===== config.mk =====
export PLATFORM = sky130hd
export DESIGN_NAME = mem_scramble_ctrl_flat
export DESIGN_NICKNAME = d
export VERILOG_FILES = /design/src/rtl/mem_scramble_pkg.sv /design/src/rtl/mem_scramble_ctrl_if.sv /design/src/rtl/scramble_xform.sv /design/src/rtl/mem_scramble_ctrl.sv /design/src/flat_wrapper.sv
export SDC_FILE = /design/constraint.sdc
export NUM_CORES = 1
export LEC_CHECK = 0
export BUFFER_PORTS_ARGS = -buffer_cell sky130_fd_sc_hd__buf_2
export CAP_MARGIN = 20
export CORE_MARGIN = 8
export CORE_UTILIZATION = 30
export DETAILED_ROUTE_END_ITERATION = 16
export HOLD_SLACK_MARGIN = 0.02
export PLACE_DENSITY = 0.5
export SYNTH_ARGS = -nofsm -noshare
export SYNTH_HDL_FRONTEND = slang
export SYNTH_SLANG_ARGS = --single-unit

===== constraint.sdc =====
create_clock -name clk -period 4.97 [get_ports clk]
set_input_delay 0.2485 -clock clk [delete_from_list [all_inputs] [get_ports clk]]
set_output_delay 0.2485 -clock clk [all_outputs]
set_load 0.01 [all_outputs]

===== src/rtl/mem_scramble_pkg.sv =====
// mem_scramble_pkg: shared state encoding, key table constants and default widths for the scrambled-memory controller.
package mem_scramble_pkg;
  localparam int DEF_ADDR_W = 10;
  localparam int DEF_DATA_W = 32;
  localparam int DEF_KEY_W  = 16;
  localparam logic [DEF_KEY_W-1:0] KEY_0032 = 16'h0032;
  localparam logic [DEF_KEY_W-1:0] KEY_0087 = 16'h0087;
  localparam logic [DEF_KEY_W-1:0] KEY_1024 = 16'h1024;
  localparam logic [DEF_KEY_W-1:0] KEY_0324 = 16'h0324;
  typedef enum logic [1:0] {IDLE, RD, WR, DONE} state_t;
  function automatic logic key_known(input logic [DEF_KEY_W-1:0] k);
    return k inside {KEY_0032, KEY_0087, KEY_1024, KEY_0324};
  endfunction
endpackage


===== src/rtl/mem_scramble_ctrl_if.sv =====
// mem_scramble_ctrl_if: key, host and memory-port signals of the controller; walk_csum exists only with SCRAMBLE_CHECKSUM_EN.
interface mem_scramble_ctrl_if import mem_scramble_pkg::*; #(
  parameter int ADDR_W = DEF_ADDR_W,
  parameter int DATA_W = DEF_DATA_W,
  parameter int KEY_W  = DEF_KEY_W
);
  logic [KEY_W-1:0]  key_in;
  logic              key_valid, key_ready, key_err, walk_done, busy;
  logic              host_req, host_we, host_gnt, host_rvalid;
  logic [ADDR_W-1:0] host_addr, mem_addr;
  logic [DATA_W-1:0] host_wdata, host_rdata, mem_wdata, mem_rdata;
  logic              mem_we;
`ifdef SCRAMBLE_CHECKSUM_EN
  logic [DATA_W-1:0] walk_csum;
`endif
  modport slave (
`ifdef SCRAMBLE_CHECKSUM_EN
    output walk_csum,
`endif
    input  key_in, key_valid, host_req, host_we, host_addr, host_wdata, mem_rdata,
    output key_ready, key_err, walk_done, busy, host_gnt, host_rvalid, host_rdata,
    output mem_addr, mem_wdata, mem_we
  );
  modport master (
`ifdef SCRAMBLE_CHECKSUM_EN
    input  walk_csum,
`endif
    output key_in, key_valid, host_req, host_we, host_addr, host_wdata, mem_rdata,
    input  key_ready, key_err, walk_done, busy, host_gnt, host_rvalid, host_rdata,
    input  mem_addr, mem_wdata, mem_we
  );
endinterface


===== src/rtl/scramble_xform.sv =====
// scramble_xform: combinational key-table transform y = f_key(x), all arithmetic mod 2**DATA_W; unknown keys pass x through.
module scramble_xform import mem_scramble_pkg::*; #(
  parameter int DATA_W = DEF_DATA_W,
  parameter int KEY_W  = DEF_KEY_W
) (
  input  logic [KEY_W-1:0]  key,
  input  logic [DATA_W-1:0] x,
  output logic [DATA_W-1:0] y
);
  logic [DATA_W-1:0] y_a, y_b, y_c, y_d, t_c;
  always_comb begin
    y_a = ((x ^ DATA_W'(8'h3F)) + DATA_W'(21)) << 1;
    y_b = ~(((x << 1) + DATA_W'(7)) ^ DATA_W'(8'h5A));
    t_c = (x ^ DATA_W'(8'hA3)) + DATA_W'(17);
    y_c = t_c >> 1;
    y_d = (x + DATA_W'(9)) * DATA_W'(3);
    y = key == KEY_W'(KEY_0032) ? y_a :
        key == KEY_W'(KEY_0087) ? y_b :
        key == KEY_W'(KEY_1024) ? y_c :
        key == KEY_W'(KEY_0324) ? y_d : x;
  end
endmodule


===== src/rtl/mem_scramble_ctrl.sv =====
// mem_scramble_ctrl: host arbiter plus read-transform-write re-keying walk over the scrambled memory; optional walk_csum via SCRAMBLE_CHECKSUM_EN.
module mem_scramble_ctrl import mem_scramble_pkg::*; #(
  parameter int ADDR_W = DEF_ADDR_W,
  parameter int DATA_W = DEF_DATA_W,
  parameter int KEY_W  = DEF_KEY_W
) (
  input logic clk,
  input logic rst_n,
  mem_scramble_ctrl_if.slave bus
);
  state_t            state, state_nx;
  logic [ADDR_W-1:0] idx;
  logic [KEY_W-1:0]  key;
  logic [DATA_W-1:0] xf;
  logic              idle, known, key_acc, rvalid;
  scramble_xform #(.DATA_W(DATA_W), .KEY_W(KEY_W)) u_xform (.key(key), .x(bus.mem_rdata), .y(xf));
  // reset is gated into every output so nothing reaches memory while rst_n is low
  assign idle           = rst_n && state == IDLE;
  assign known          = key_known(DEF_KEY_W'(bus.key_in));
  assign key_acc        = idle && bus.key_valid && known;
  assign bus.key_ready  = idle;
  assign bus.key_err    = idle && bus.key_valid && !known;
  assign bus.host_gnt   = idle && bus.host_req && !key_acc;
  assign bus.busy       = rst_n && state != IDLE;
  assign bus.walk_done  = rst_n && state == DONE;
  assign bus.mem_we     = (rst_n && state == WR) || (bus.host_gnt && bus.host_we);
  assign bus.mem_addr   = bus.host_gnt ? bus.host_addr : bus.busy ? idx : '0;
  assign bus.mem_wdata  = bus.host_gnt ? bus.host_wdata : xf;
  assign bus.host_rdata = bus.mem_rdata;
  assign bus.host_rvalid = rvalid;
  always_comb begin
    state_nx = key_acc ? RD :
               state == RD ? WR :
               state == WR ? (&idx ? DONE : RD) : IDLE;
  end
  always_ff @(posedge clk) begin
    if (!rst_n) begin
      state  <= IDLE;
      idx    <= '0;
      key    <= '0;
      rvalid <= 1'b0;
    end else begin
      state  <= state_nx;
      rvalid <= bus.host_gnt && !bus.host_we;
      key    <= key_acc ? bus.key_in : key;
      idx    <= key_acc ? '0 : state == WR ? idx + ADDR_W'(1) : idx;
    end
  end
`ifdef SCRAMBLE_CHECKSUM_EN
  logic [DATA_W-1:0] csum;
  assign bus.walk_csum = csum;
  always_ff @(posedge clk) begin
    if (!rst_n) csum <= '0;
    else csum <= key_acc ? '0 : state == WR ? csum ^ xf : csum;
  end
`endif
endmodule


===== src/flat_wrapper.sv =====
// flat-port wrapper written by rule: the top's interface ports become plain ports
module mem_scramble_ctrl_flat import mem_scramble_pkg::*;
#(
  parameter int ADDR_W = DEF_ADDR_W,
  parameter int DATA_W = DEF_DATA_W,
  parameter int KEY_W  = DEF_KEY_W
)
  (clk, rst_n, bus_key_in, bus_key_valid, bus_host_req, bus_host_we, bus_host_addr, bus_host_wdata, bus_mem_rdata, bus_key_ready, bus_key_err, bus_walk_done, bus_busy, bus_host_gnt, bus_host_rvalid, bus_host_rdata, bus_mem_addr, bus_mem_wdata, bus_mem_we);
  mem_scramble_ctrl_if #(.ADDR_W(ADDR_W), .DATA_W(DATA_W), .KEY_W(KEY_W)) bus_i ();
  input logic clk;
  input logic rst_n;
  input wire logic [$bits(bus_i.key_in)-1:0] bus_key_in;
  input wire logic [$bits(bus_i.key_valid)-1:0] bus_key_valid;
  input wire logic [$bits(bus_i.host_req)-1:0] bus_host_req;
  input wire logic [$bits(bus_i.host_we)-1:0] bus_host_we;
  input wire logic [$bits(bus_i.host_addr)-1:0] bus_host_addr;
  input wire logic [$bits(bus_i.host_wdata)-1:0] bus_host_wdata;
  input wire logic [$bits(bus_i.mem_rdata)-1:0] bus_mem_rdata;
  output wire logic [$bits(bus_i.key_ready)-1:0] bus_key_ready;
  output wire logic [$bits(bus_i.key_err)-1:0] bus_key_err;
  output wire logic [$bits(bus_i.walk_done)-1:0] bus_walk_done;
  output wire logic [$bits(bus_i.busy)-1:0] bus_busy;
  output wire logic [$bits(bus_i.host_gnt)-1:0] bus_host_gnt;
  output wire logic [$bits(bus_i.host_rvalid)-1:0] bus_host_rvalid;
  output wire logic [$bits(bus_i.host_rdata)-1:0] bus_host_rdata;
  output wire logic [$bits(bus_i.mem_addr)-1:0] bus_mem_addr;
  output wire logic [$bits(bus_i.mem_wdata)-1:0] bus_mem_wdata;
  output wire logic [$bits(bus_i.mem_we)-1:0] bus_mem_we;
  assign bus_i.key_in = bus_key_in;
  assign bus_i.key_valid = bus_key_valid;
  assign bus_i.host_req = bus_host_req;
  assign bus_i.host_we = bus_host_we;
  assign bus_i.host_addr = bus_host_addr;
  assign bus_i.host_wdata = bus_host_wdata;
  assign bus_i.mem_rdata = bus_mem_rdata;
  assign bus_key_ready = bus_i.key_ready;
  assign bus_key_err = bus_i.key_err;
  assign bus_walk_done = bus_i.walk_done;
  assign bus_busy = bus_i.busy;
  assign bus_host_gnt = bus_i.host_gnt;
  assign bus_host_rvalid = bus_i.host_rvalid;
  assign bus_host_rdata = bus_i.host_rdata;
  assign bus_mem_addr = bus_i.mem_addr;
  assign bus_mem_wdata = bus_i.mem_wdata;
  assign bus_mem_we = bus_i.mem_we;
  mem_scramble_ctrl #(.ADDR_W(ADDR_W), .DATA_W(DATA_W), .KEY_W(KEY_W)) u_core (.clk(clk), .rst_n(rst_n), .bus(bus_i));
endmodule

==> flow_metrics.tcl <==
set metrics [dict create \
    synth_top_family_by_area "simple AND/OR/NAND/NOR gates" \
    worst_pin_slew_ns 1.12 \
    crit_slowest_cell "or4_4" \
    grt_pass1_wl_mm 47.4 \
    clk_root_buffer_cell "clkbuf_16" \
    synthMuxAreaShare_pct 1.18 \
    clkSinkCount 29 \
    worstHoldStart "bus_host_we" \
    reg2reg_to "u_core.bus.host_rvalid$_SDFF_PN0_" \
    ir_drop_mv 0.215 \
    core_sq_um 23200 \
    setup_viol 0 \
    reg2regPathDepth 6 \
    synth_edf_count 0 \
    synthSimpleGateAreaFrac_pct 32.5 \
    hold_buffers 0 \
    insertedDiodeCount 0 \
    dieArea_sq_um 28500 \
    synth_fp_nets 1210 \
    ys_warn_count 0 \
    antenna_found_initial 0 \
    syn_area_sq_um 6990 \
    finClkSkew_ns 0.00501 \
    grt_usage_pct 20.7 \
    cp_data_arrival_time_ns 4.38 \
    hold_path_end "u_core.bus.host_rvalid$_SDFF_PN0_" \
    place.gp.congestion 0.951 \
    drive_gt1_share_pct 22.9 \
    synth.area.top_cells "xnor2_1 9.6%, dfxtp_1 8.3%, nand2_1 7.5%" \
    r2r_start "u_core.state[1]$_SDFF_PP0_" \
    io_buffers 175 \
    final_core_util_pct 36.3 \
    leakage_nw 3.47 \
    drtIter0Drc 782 \
    dp_hpwl_mm 24.1 \
    final.period_utilization_pct 93.1 \
    ys_types 75 \
    crit_chain "buf_2 -> ha_1 -> a21oi_4 -> or4_4 -> xnor2_1 -> ha_1 -> a21o_1 -> a21oi_1 -> a211oi_1 -> o2111a_1 -> a311o_1 -> or4b_1 -> a21oi_1 -> o21ai_1 -> a31oi_1 -> buf_2" \
    synth-seq-area-share_pct 8.30 \
    synth_top_area_cell "xnor2_1" \
    htree_levels 2 \
    cp_max_fo 10 \
    synth_compound_area_share_pct 28.8 \
    finalHoldViolations 0 \
    grt_setup_unrepaired "false" \
    synth_seq_cells 29 \
    critPathLaunchType "input pin" \
    final_common_cell "buf_2" \
    fin_tns_setup_ns 0 \
    finalMaxSlewViolations 0 \
    holdWs_ns 0.147 \
    end_kind "output pin" \
    drc 0 \
    period_needed_ns 4.63 \
    final_cell_area_sq_um 8430 \
    cts.path.max_buffers 2 \
    path_clk_slew_ns 0.05 \
    dp_slack_ns 0.214 \
    drv_cap 0 \
    synth_cells 1087 \
    fin_cells 1547 \
    numCtsBuffers 5 \
    hold_depth 2 \
    place_area_sq_um 8210 \
    crit_path_max_incr_delay_ns 0.62 \
    synth_adder_area_share_pct 5.01 \
    grt_pass1_vias 8400 \
    ant_nets 0 \
    path_buf_inv 2 \
    wl_per_cell_um 19.9 \
    synthXorXnorAreaFrac_pct 15.2 \
    area_growth_syn_to_layout_pct 20.5 \
    die_y_um 169 \
    grt_overflow 0 \
    wl_mm 30.8 \
    io_pins 176 \
    drt-vias-per-instance 5.64 \
    fin_nets 1350 \
    synth_async_sr_flop_share_pct 0 \
    fmax_mhz 216 \
    path_class "in2out" \
    critical_path.top_delay_family "compound AO/OA/AOI/OAI gates" \
    final_cell_mix "175 x buf_2, 139 x nand2_1, 116 x nor2_1" \
    fillerInstances 2570 \
    netlist.area_leader.share_pct 9.64 \
    clk-insertion-delay-late_ns 0.27 \
    ys.flop_type "dfxtp_1" \
    r2r_slack_ns 3.07 \
    cts_tree "yes" \
    power.total_mw 1.23 \
    placed_cells 1539 \
    cts_setup_buffers 0 \
    slew-limit-headroom_pct 24.8 \
    grt_max_degree 44 \
    power.density_nw_per_um2 146 \
    rows 56 \
    avgSynthCellArea_sq_um 6.43 \
    chipWidth_um 169 \
    cp.required_ns 4.72 \
    status "complete, no violations" \
    min_path_type "in2reg" \
    setup_ws_ns 0.345 \
    cts.repair.resized 0 \
    start_util_pct 30.2 \
    num_vias 8724 \
    drtPass1Iterations 5 \
]
## worst max-delay path by stage
stage | startpoint | endpoint | depth (start not counted)
2_1_floorplan | bus_mem_rdata[0] | bus_mem_wdata[23] | 15
3_3_place_gp | bus_mem_rdata[1] | bus_mem_wdata[27] | 16
3_5_place_dp | bus_mem_rdata[1] | bus_mem_wdata[27] | 16
4_1_cts | bus_mem_rdata[1] | bus_mem_wdata[27] | 16
5_1_grt | bus_mem_rdata[1] | bus_mem_wdata[29] | 22
6_report | bus_mem_rdata[1] | bus_mem_wdata[27] | 16
## where the power goes
part / switching (mW) / total, mW / internal (mW)
logic: 0.364 / 0.612 / 0.248
clock network: 0.102 / 0.388 / 0.286
registers: 0.000260 / 0.234 / 0.233
## cell families (layout without fill, tap and decap cells)
kind of cell	after synthesis	after routing
flip-flops	29	29
AND/OR/NAND/NOR	467	467
multiplexers	8	8
buffers and inverters	129	270
AO/OA/AOI/OAI	306	306
XOR/XNOR	120	120
adder cells (fa/ha/maj)	28	28
## layout make-up
class / instances / area (sq um) / share of cell area (%)
multi-input cells: 929 / 5820 / 69.0
repair buffers: 238 / 1350 / 16.0
flip-flops and latches: 29 / 581 / 6.89
well taps: 319 / 399 / 4.74
clock buffers: 5 / 125 / 1.49
inverters: 24 / 90.1 / 1.07
clock inverters: 3 / 65.1 / 0.772
## synth_stat cells (21+ instances only)
| cell type | count |
|---|---|
| a21oi_1 | 60 |
| clkbuf_1 | 52 |
| nand3_1 | 47 |
| xnor2_1 | 77 |
| nand2_1 | 139 |
| o21ai_0 | 70 |
| inv_1 | 24 |
| dfxtp_1 | 29 |
| a31oi_1 | 21 |
| xor2_1 | 41 |
| buf_4 | 37 |
| nor3_1 | 30 |
| ha_1 | 28 |
| nor2_1 | 117 |
## layer usage
metal  track usage (%)  up-vias  part of all wire [%]
met5                 0        -                     0
met4              6.99        0                   3.1
met3              3.82       61                   9.1
met2              33.7      424                    45
met1              26.9     4031                    43
li1                  -     4208                     -
## registers in the layout, indices dropped and copies added, names as in the netlist
register,cells
u_core.key,16
u_core.idx,10
u_core.state,2
u_core.bus.host_rvalid,1
Power figures use the tool's default switching activity.
